===== src/rtl/trivium_pkg.sv =====
// Shared types and widths for the Trivium keystream XOR datapath.
package trivium_pkg;

  localparam int unsigned BYTE_W = 8;
  localparam int unsigned LEN_W  = 16;

  typedef enum logic [1:0] {
    IDLE = 2'd0,
    RUN  = 2'd1,
    DONE = 2'd2
  } state_t;

endpackage


===== src/rtl/trivium_ks_fifo.sv =====
// Keystream byte FIFO with first-word fall-through read; push and pop may
// coincide at any fill level, including full.
module trivium_ks_fifo
  import trivium_pkg::*;
#(
  parameter int unsigned KS_DEPTH = 4
) (
  input  logic                      clk,
  input  logic                      reset,
  input  logic                      push,
  input  logic                      pop,
  input  logic [BYTE_W-1:0]         wdata,
  output logic [BYTE_W-1:0]         rdata,
  output logic                      full,
  output logic                      empty,
  output logic [$clog2(KS_DEPTH):0] count
);

  localparam int unsigned AW = $clog2(KS_DEPTH);
  localparam int unsigned CW = AW + 1;

  logic [BYTE_W-1:0] mem [KS_DEPTH];
  logic [AW-1:0]     wr_ptr;
  logic [AW-1:0]     rd_ptr;
  logic              do_push;
  logic              do_pop;

  assign empty   = (count == '0);
  assign full    = (count == CW'(KS_DEPTH));
  assign do_pop  = pop && !empty;
  assign do_push = push && (!full || do_pop);
  assign rdata   = mem[rd_ptr];

  // Pointer and occupancy tracking
  always_ff @(posedge clk or negedge reset) begin
    if (!reset) begin
      wr_ptr <= '0;
      rd_ptr <= '0;
      count  <= '0;
    end else begin
      if (do_push) wr_ptr <= wr_ptr + AW'(1);
      if (do_pop)  rd_ptr <= rd_ptr + AW'(1);
      case ({do_push, do_pop})
        2'b10:   count <= count + CW'(1);
        2'b01:   count <= count - CW'(1);
        default: count <= count;
      endcase
    end
  end

  always_ff @(posedge clk) begin
    if (do_push) mem[wr_ptr] <= wdata;
  end

endmodule


===== src/rtl/trivium_ks_xor.sv =====
// Packs serial Trivium keystream into bytes and XORs them onto a plaintext
// byte stream. Define TRIVIUM_KS_XOR_CNT_EN to expose the byte_cnt output.
module trivium_ks_xor
  import trivium_pkg::*;
#(
  parameter int unsigned KS_DEPTH = 4
) (
  input  logic              clk,
  input  logic              reset,
  input  logic              start,
  input  logic [LEN_W-1:0]  len,
  input  logic              ks_bit,
  input  logic              ks_valid,
  output logic              ks_ready,
  input  logic [BYTE_W-1:0] pt_data,
  input  logic              pt_valid,
  output logic              pt_ready,
  output logic [BYTE_W-1:0] ct_data,
  output logic              ct_valid,
  input  logic              ct_ready,
  output logic              busy,
`ifdef TRIVIUM_KS_XOR_CNT_EN
  output logic [LEN_W-1:0]  byte_cnt,
`endif
  output logic              done
);

  localparam int unsigned CW = $clog2(KS_DEPTH) + 1;
  localparam int unsigned SW = CW + 1;

  state_t            state;
  logic [LEN_W-1:0]  len_q;
  logic [LEN_W-1:0]  pack_cnt;
  logic [LEN_W-1:0]  pt_cnt;
  logic [LEN_W-1:0]  ct_cnt;
  logic [2:0]        bit_idx;
  logic [BYTE_W-2:0] pack_sr;
  logic [BYTE_W-1:0] pend_byte;
  logic              pend;
  logic [BYTE_W-1:0] fifo_rdata;
  logic              fifo_full;
  logic              fifo_empty;
  logic [CW-1:0]     fifo_count;
  logic              run;
  logic              ks_fire;
  logic              pt_fire;
  logic              ct_fire;

  assign run     = (state == RUN);
  assign ks_fire = ks_valid && ks_ready;
  assign pt_fire = pt_valid && pt_ready;
  assign ct_fire = ct_valid && ct_ready;

  // Readiness depends only on registered state (and the sink's ready for pt)
  assign ks_ready = run && (pack_cnt < len_q) && !fifo_full &&
                    (({1'b0, fifo_count} + SW'(pend)) < SW'(KS_DEPTH));
  assign pt_ready = run && !fifo_empty && (pt_cnt < len_q) &&
                    (!ct_valid || ct_ready);

`ifdef TRIVIUM_KS_XOR_CNT_EN
  assign byte_cnt = ct_cnt;
`endif

  trivium_ks_fifo #(
    .KS_DEPTH(KS_DEPTH)
  ) u_fifo (
    .clk   (clk),
    .reset (reset),
    .push  (pend),
    .pop   (pt_fire),
    .wdata (pend_byte),
    .rdata (fifo_rdata),
    .full  (fifo_full),
    .empty (fifo_empty),
    .count (fifo_count)
  );

  // Control FSM, counters, bit packer and ciphertext register
  always_ff @(posedge clk or negedge reset) begin
    if (!reset) begin
      state     <= IDLE;
      len_q     <= '0;
      pack_cnt  <= '0;
      pt_cnt    <= '0;
      ct_cnt    <= '0;
      bit_idx   <= '0;
      pack_sr   <= '0;
      pend_byte <= '0;
      pend      <= 1'b0;
      ct_data   <= '0;
      ct_valid  <= 1'b0;
      busy      <= 1'b0;
      done      <= 1'b0;
    end else begin
      done <= 1'b0;
      pend <= 1'b0;

      unique case (state)
        IDLE: begin
          if (start) begin
            len_q    <= len;
            pack_cnt <= '0;
            pt_cnt   <= '0;
            ct_cnt   <= '0;
            bit_idx  <= '0;
            if (len != '0) begin
              state <= RUN;
              busy  <= 1'b1;
            end else begin
              done  <= 1'b1;
            end
          end
        end
        RUN: begin
          if (ct_fire && (ct_cnt == len_q - LEN_W'(1))) begin
            state <= DONE;
            done  <= 1'b1;
          end
        end
        DONE: begin
          state <= IDLE;
          busy  <= 1'b0;
        end
        default: begin
          state <= IDLE;
          busy  <= 1'b0;
        end
      endcase

      // LSB-first packing: shift in at the top so the first bit lands in bit 0
      if (ks_fire) begin
        pack_sr <= {ks_bit, pack_sr[BYTE_W-2:1]};
        bit_idx <= bit_idx + 3'd1;
        if (bit_idx == 3'd7) begin
          pend      <= 1'b1;
          pend_byte <= {ks_bit, pack_sr};
          pack_cnt  <= pack_cnt + LEN_W'(1);
        end
      end

      if (pt_fire) begin
        ct_data  <= pt_data ^ fifo_rdata;
        ct_valid <= 1'b1;
        pt_cnt   <= pt_cnt + LEN_W'(1);
      end else if (ct_fire) begin
        ct_valid <= 1'b0;
      end

      if (ct_fire) ct_cnt <= ct_cnt + LEN_W'(1);
    end
  end

endmodule


===== config.mk =====
export PLATFORM = sky130hd
export DESIGN_NAME = trivium_ks_xor
export DESIGN_NICKNAME = d
export VERILOG_FILES = /design/src/rtl/trivium_pkg.sv /design/src/rtl/trivium_ks_fifo.sv /design/src/rtl/trivium_ks_xor.sv
export SDC_FILE = /design/constraint.sdc
export NUM_CORES = 1
export LEC_CHECK = 0
export BUFFER_PORTS_ARGS = -buffer_cell sky130_fd_sc_hd__clkbuf_2
export CELL_PAD_IN_SITES_DETAIL_PLACEMENT = 1
export CELL_PAD_IN_SITES_GLOBAL_PLACEMENT = 1
export CORE_MARGIN = 1.5
export CORE_UTILIZATION = 53
export CTS_BUF_LIST = sky130_fd_sc_hd__clkbuf_4 sky130_fd_sc_hd__clkbuf_8 sky130_fd_sc_hd__clkbuf_16
export DETAILED_ROUTE_END_ITERATION = 6
export PLACE_DENSITY_LB_ADDON = 0.1
export SKIP_LAST_GASP = 1
export SYNTH_ARGS = -nofsm -noshare
export SYNTH_HDL_FRONTEND = slang
export SYNTH_SLANG_ARGS = --single-unit
export TNS_END_PERCENT = 1

===== constraint.sdc =====
create_clock -name clk -period 7.2 [get_ports clk]
set_input_delay 2.16 -clock clk [delete_from_list [all_inputs] [get_ports clk]]
set_output_delay 2.16 -clock clk [all_outputs]
set_load 0.05 [all_outputs]

==> impl_metrics.tcl <==
set metrics [dict create \
    status "finished clean" \
    ys_async_sr_fraction 0.7630 \
    grt_max_degree 59 \
    ctsHoldBuffers 0 \
    vdd_drop_max_mv 0.2765 \
    route.vias.total 5413 \
    antenna_cells 0 \
    crit_fanout 3 \
    start_util 0.5381 \
    cts_tree "yes" \
    skew_ns 0.01052 \
    finalWorstSetupSlack_ns 1.474 \
    synth_seq_cells 135 \
    fmax_mhz 174.6 \
    tightestPinTransition_ns 1.224 \
    core_mm2 0.01314 \
    drc 0 \
    detailed_place_hpwl_mm 13.05 \
    io_buffer_count 43 \
    post-place-ws_ns 1.481 \
    setup_viol 0 \
    final_common_cell "dfrtp_1" \
    seq_area_frac_synth 0.5005 \
    die_x_um 118.5 \
    p_per_area_mw_per_mm2 329.8 \
    synth_area_mm2 0.007069 \
    max-cap-violations 0 \
    post_cts_buffers 0 \
    grt-ovfl-total 0 \
    synth_edf_count 32 \
    pwr-share-seq 0.416 \
    final_cell_mix "dfrtp_1, nand2_1, o21ai_0, clkbuf_2, ha_1" \
    cts_buffer_depth 2 \
    num-fill-cells 1416 \
    hold_viol_final 0 \
    wl_per_cell_um 21.09 \
    relSlewSlack 0.1817 \
    postRouteAntennaNets 0 \
    ios 44 \
    timing.hold.ws_ns 0.5056 \
    syn_area_per_cell_um2 10.83 \
    netSwitchingFraction 0.3627 \
    worstPathArrival_ns 3.57 \
    tns_ns 0 \
    gp_congestion 0.7910 \
    avgViaCountPerCell 6.096 \
    synth_top_flop_cell "dfrtp_1" \
    end_kind "primary output" \
    worst_setup_path_start_kind "input pin" \
    h-tree-depth 4 \
    dieArea_mm2 0.01404 \
    grt_pass1_vias 5759 \
    wl_mm 18.73 \
    netlist_instances 653 \
    num-nets-final 771 \
    total_power_mw 2.661 \
    worstSetupPathType "in2out" \
    slew_viol_final 0 \
    final_core_util 0.6141 \
    clk_latency_ns 0.44 \
    switching_power_mw 0.9650 \
    grt_pass1_wl_mm 30.71 \
    row_count 42 \
    pwr-share-comb 0.249 \
    hold_path.class "reg2reg" \
    area_growth_pct 14.12 \
    cp_data_required_time_ns 5.04 \
    clkPwrFrac 0.335 \
    grt_setup_unrepaired "no" \
    syn_nets 725 \
    clkTransAtPathRegs_ns 0.06 \
    synth_cell_types 63 \
    cts_sinks 135 \
    leakage_nw 3.521 \
    cts_buffers 17 \
    drt-initial-drc-count 306 \
    cts-root-buf "clkbuf_16" \
    dr.pass1.iters 5 \
    antenna_found_initial 0 \
    cts.repair.resized 0 \
    dieHeight_um 118.5 \
    internal-power_mw 1.696 \
    post_route_cells_drive_above_1_share 0.1685 \
    fin_crit_sh 0.7953 \
    grt_usage 0.2878 \
    period_minus_slack_ns 5.726 \
    yosysWarnings 0 \
]
[kinds of logic after synthesis]
kind of cell | synth area share
buffers and inverters | 0.02832
muxes | 0.08265
and+or+nand+nor | 0.1611
DFF | 0.5005
xor gates and xnor gates | 0.04460
adders and majority gates | 0.07363
AOI/OAI and AO/OA | 0.1092
[power by group through the flow]
stage / Clock [mW] / Sequential [mW] / Combinational (mW)
floorplan: 0 / 1.12 / 0.436
global placement: 0 / 1.10 / 0.612
detailed placement: 0 / 1.11 / 0.655
finish: 0.892 / 1.11 / 0.663
global route: 0.931 / 1.13 / 0.728
CTS: 0.909 / 1.10 / 0.670
[sequential cells by signal, indices dropped and copies added (netlist names)]
signal / flops
bit_idx: 3
ct_data: 8
len_q: 16
u_fifo.rd_ptr: 2
ct_cnt: 16
pend_byte: 8
pend: 1
pack_cnt: 16
u_fifo.mem: 32
busy: 1
done: 1
u_fifo.wr_ptr: 2
pt_cnt: 16
state: 2
pack_sr: 7
ct_valid: 1
u_fifo.count: 3
[routing by layer]
layer / vias up / share of wire / track usage / wire length [um]
met4: 0 / 0.021 / 0.1114 / 384
met1: 2774 / 0.42 / 0.3543 / 7827
li1: 2505 / - / - / -
met3: 30 / 0.036 / 0.05647 / 671
met2: 104 / 0.53 / 0.5007 / 9846
met5: - / 0 / 0 / 0
[Yosys cell counts, types with 8 or more instances]
master | instances | area share
clkbuf_1 | 16 | 0.0085
nand3_1 | 36 | 0.025
a21oi_1 | 27 | 0.019
nor4_1 | 9 | 0.0080
and3_1 | 13 | 0.012
nor3_1 | 18 | 0.013
xor2_1 | 9 | 0.011
o21ai_0 | 45 | 0.032
nand2_1 | 69 | 0.037
and2_1 | 8 | 0.0071
mux2i_1 | 19 | 0.027
mux2_2 | 18 | 0.029
ha_1 | 40 | 0.071
xnor2_1 | 27 | 0.033
inv_1 | 29 | 0.015
nand4_1 | 18 | 0.016
edfxtp_1 | 32 | 0.14
nor2_1 | 25 | 0.013
mux4_2 | 8 | 0.025
dfrtp_1 | 103 | 0.36
[critical path, stage by stage]
cell and delay, ns:
clkbuf_2 0.11, nand2b_1 0.17, nand3b_1 0.12, a2111oi_0 0.49, nor2b_1 0.22, clkbuf_2 0.29
[final timing paths]
| check | slack, ns | cells after the start | endpoint | startpoint |
|---|---|---|---|---|
| max in group asynchronous | 4.23 | 2 | pend | reset |
| hold reg to reg | 0.51 | 1 | pt_cnt[15] | pt_cnt[15] |
| setup / recovery | 1.47 | 6 | pt_ready | ct_ready |
| min in group asynchronous | 1.73 | 1 | ct_cnt[14] | reset |
| hold / removal | 0.51 | 1 | pt_cnt[15] | pt_cnt[15] |
| setup reg to reg | 3.31 | 8 | pack_cnt[15] | len_q[4] |
[metrics by stage]
| step | std cells | cell area (um^2) |
|---|---|---|
| 3_3_place_gp | 856 | 7468 |
| 3_5_place_dp | 856 | 7468 |
| 4_1_cts | 888 | 8068 |
| 5_1_grt | 888 | 8068 |
| 2_1_floorplan | 653 | 7069 |
| 6_report | 888 | 8068 |
[cell type report]
type | instances | area [um^2] | share of cell area
Inverter | 31 | 116.4 | 0.01442
Clock inverter | 15 | 173.9 | 0.02156
Sequential cell | 135 | 3538 | 0.4386
Clock buffer | 17 | 425.4 | 0.05273
Multi-Input combinational cell | 466 | 3338 | 0.4138
Tap cell | 176 | 220.2 | 0.02730
Timing Repair Buffer | 48 | 255.2 | 0.03164
(Power assumes the default switching activity.)
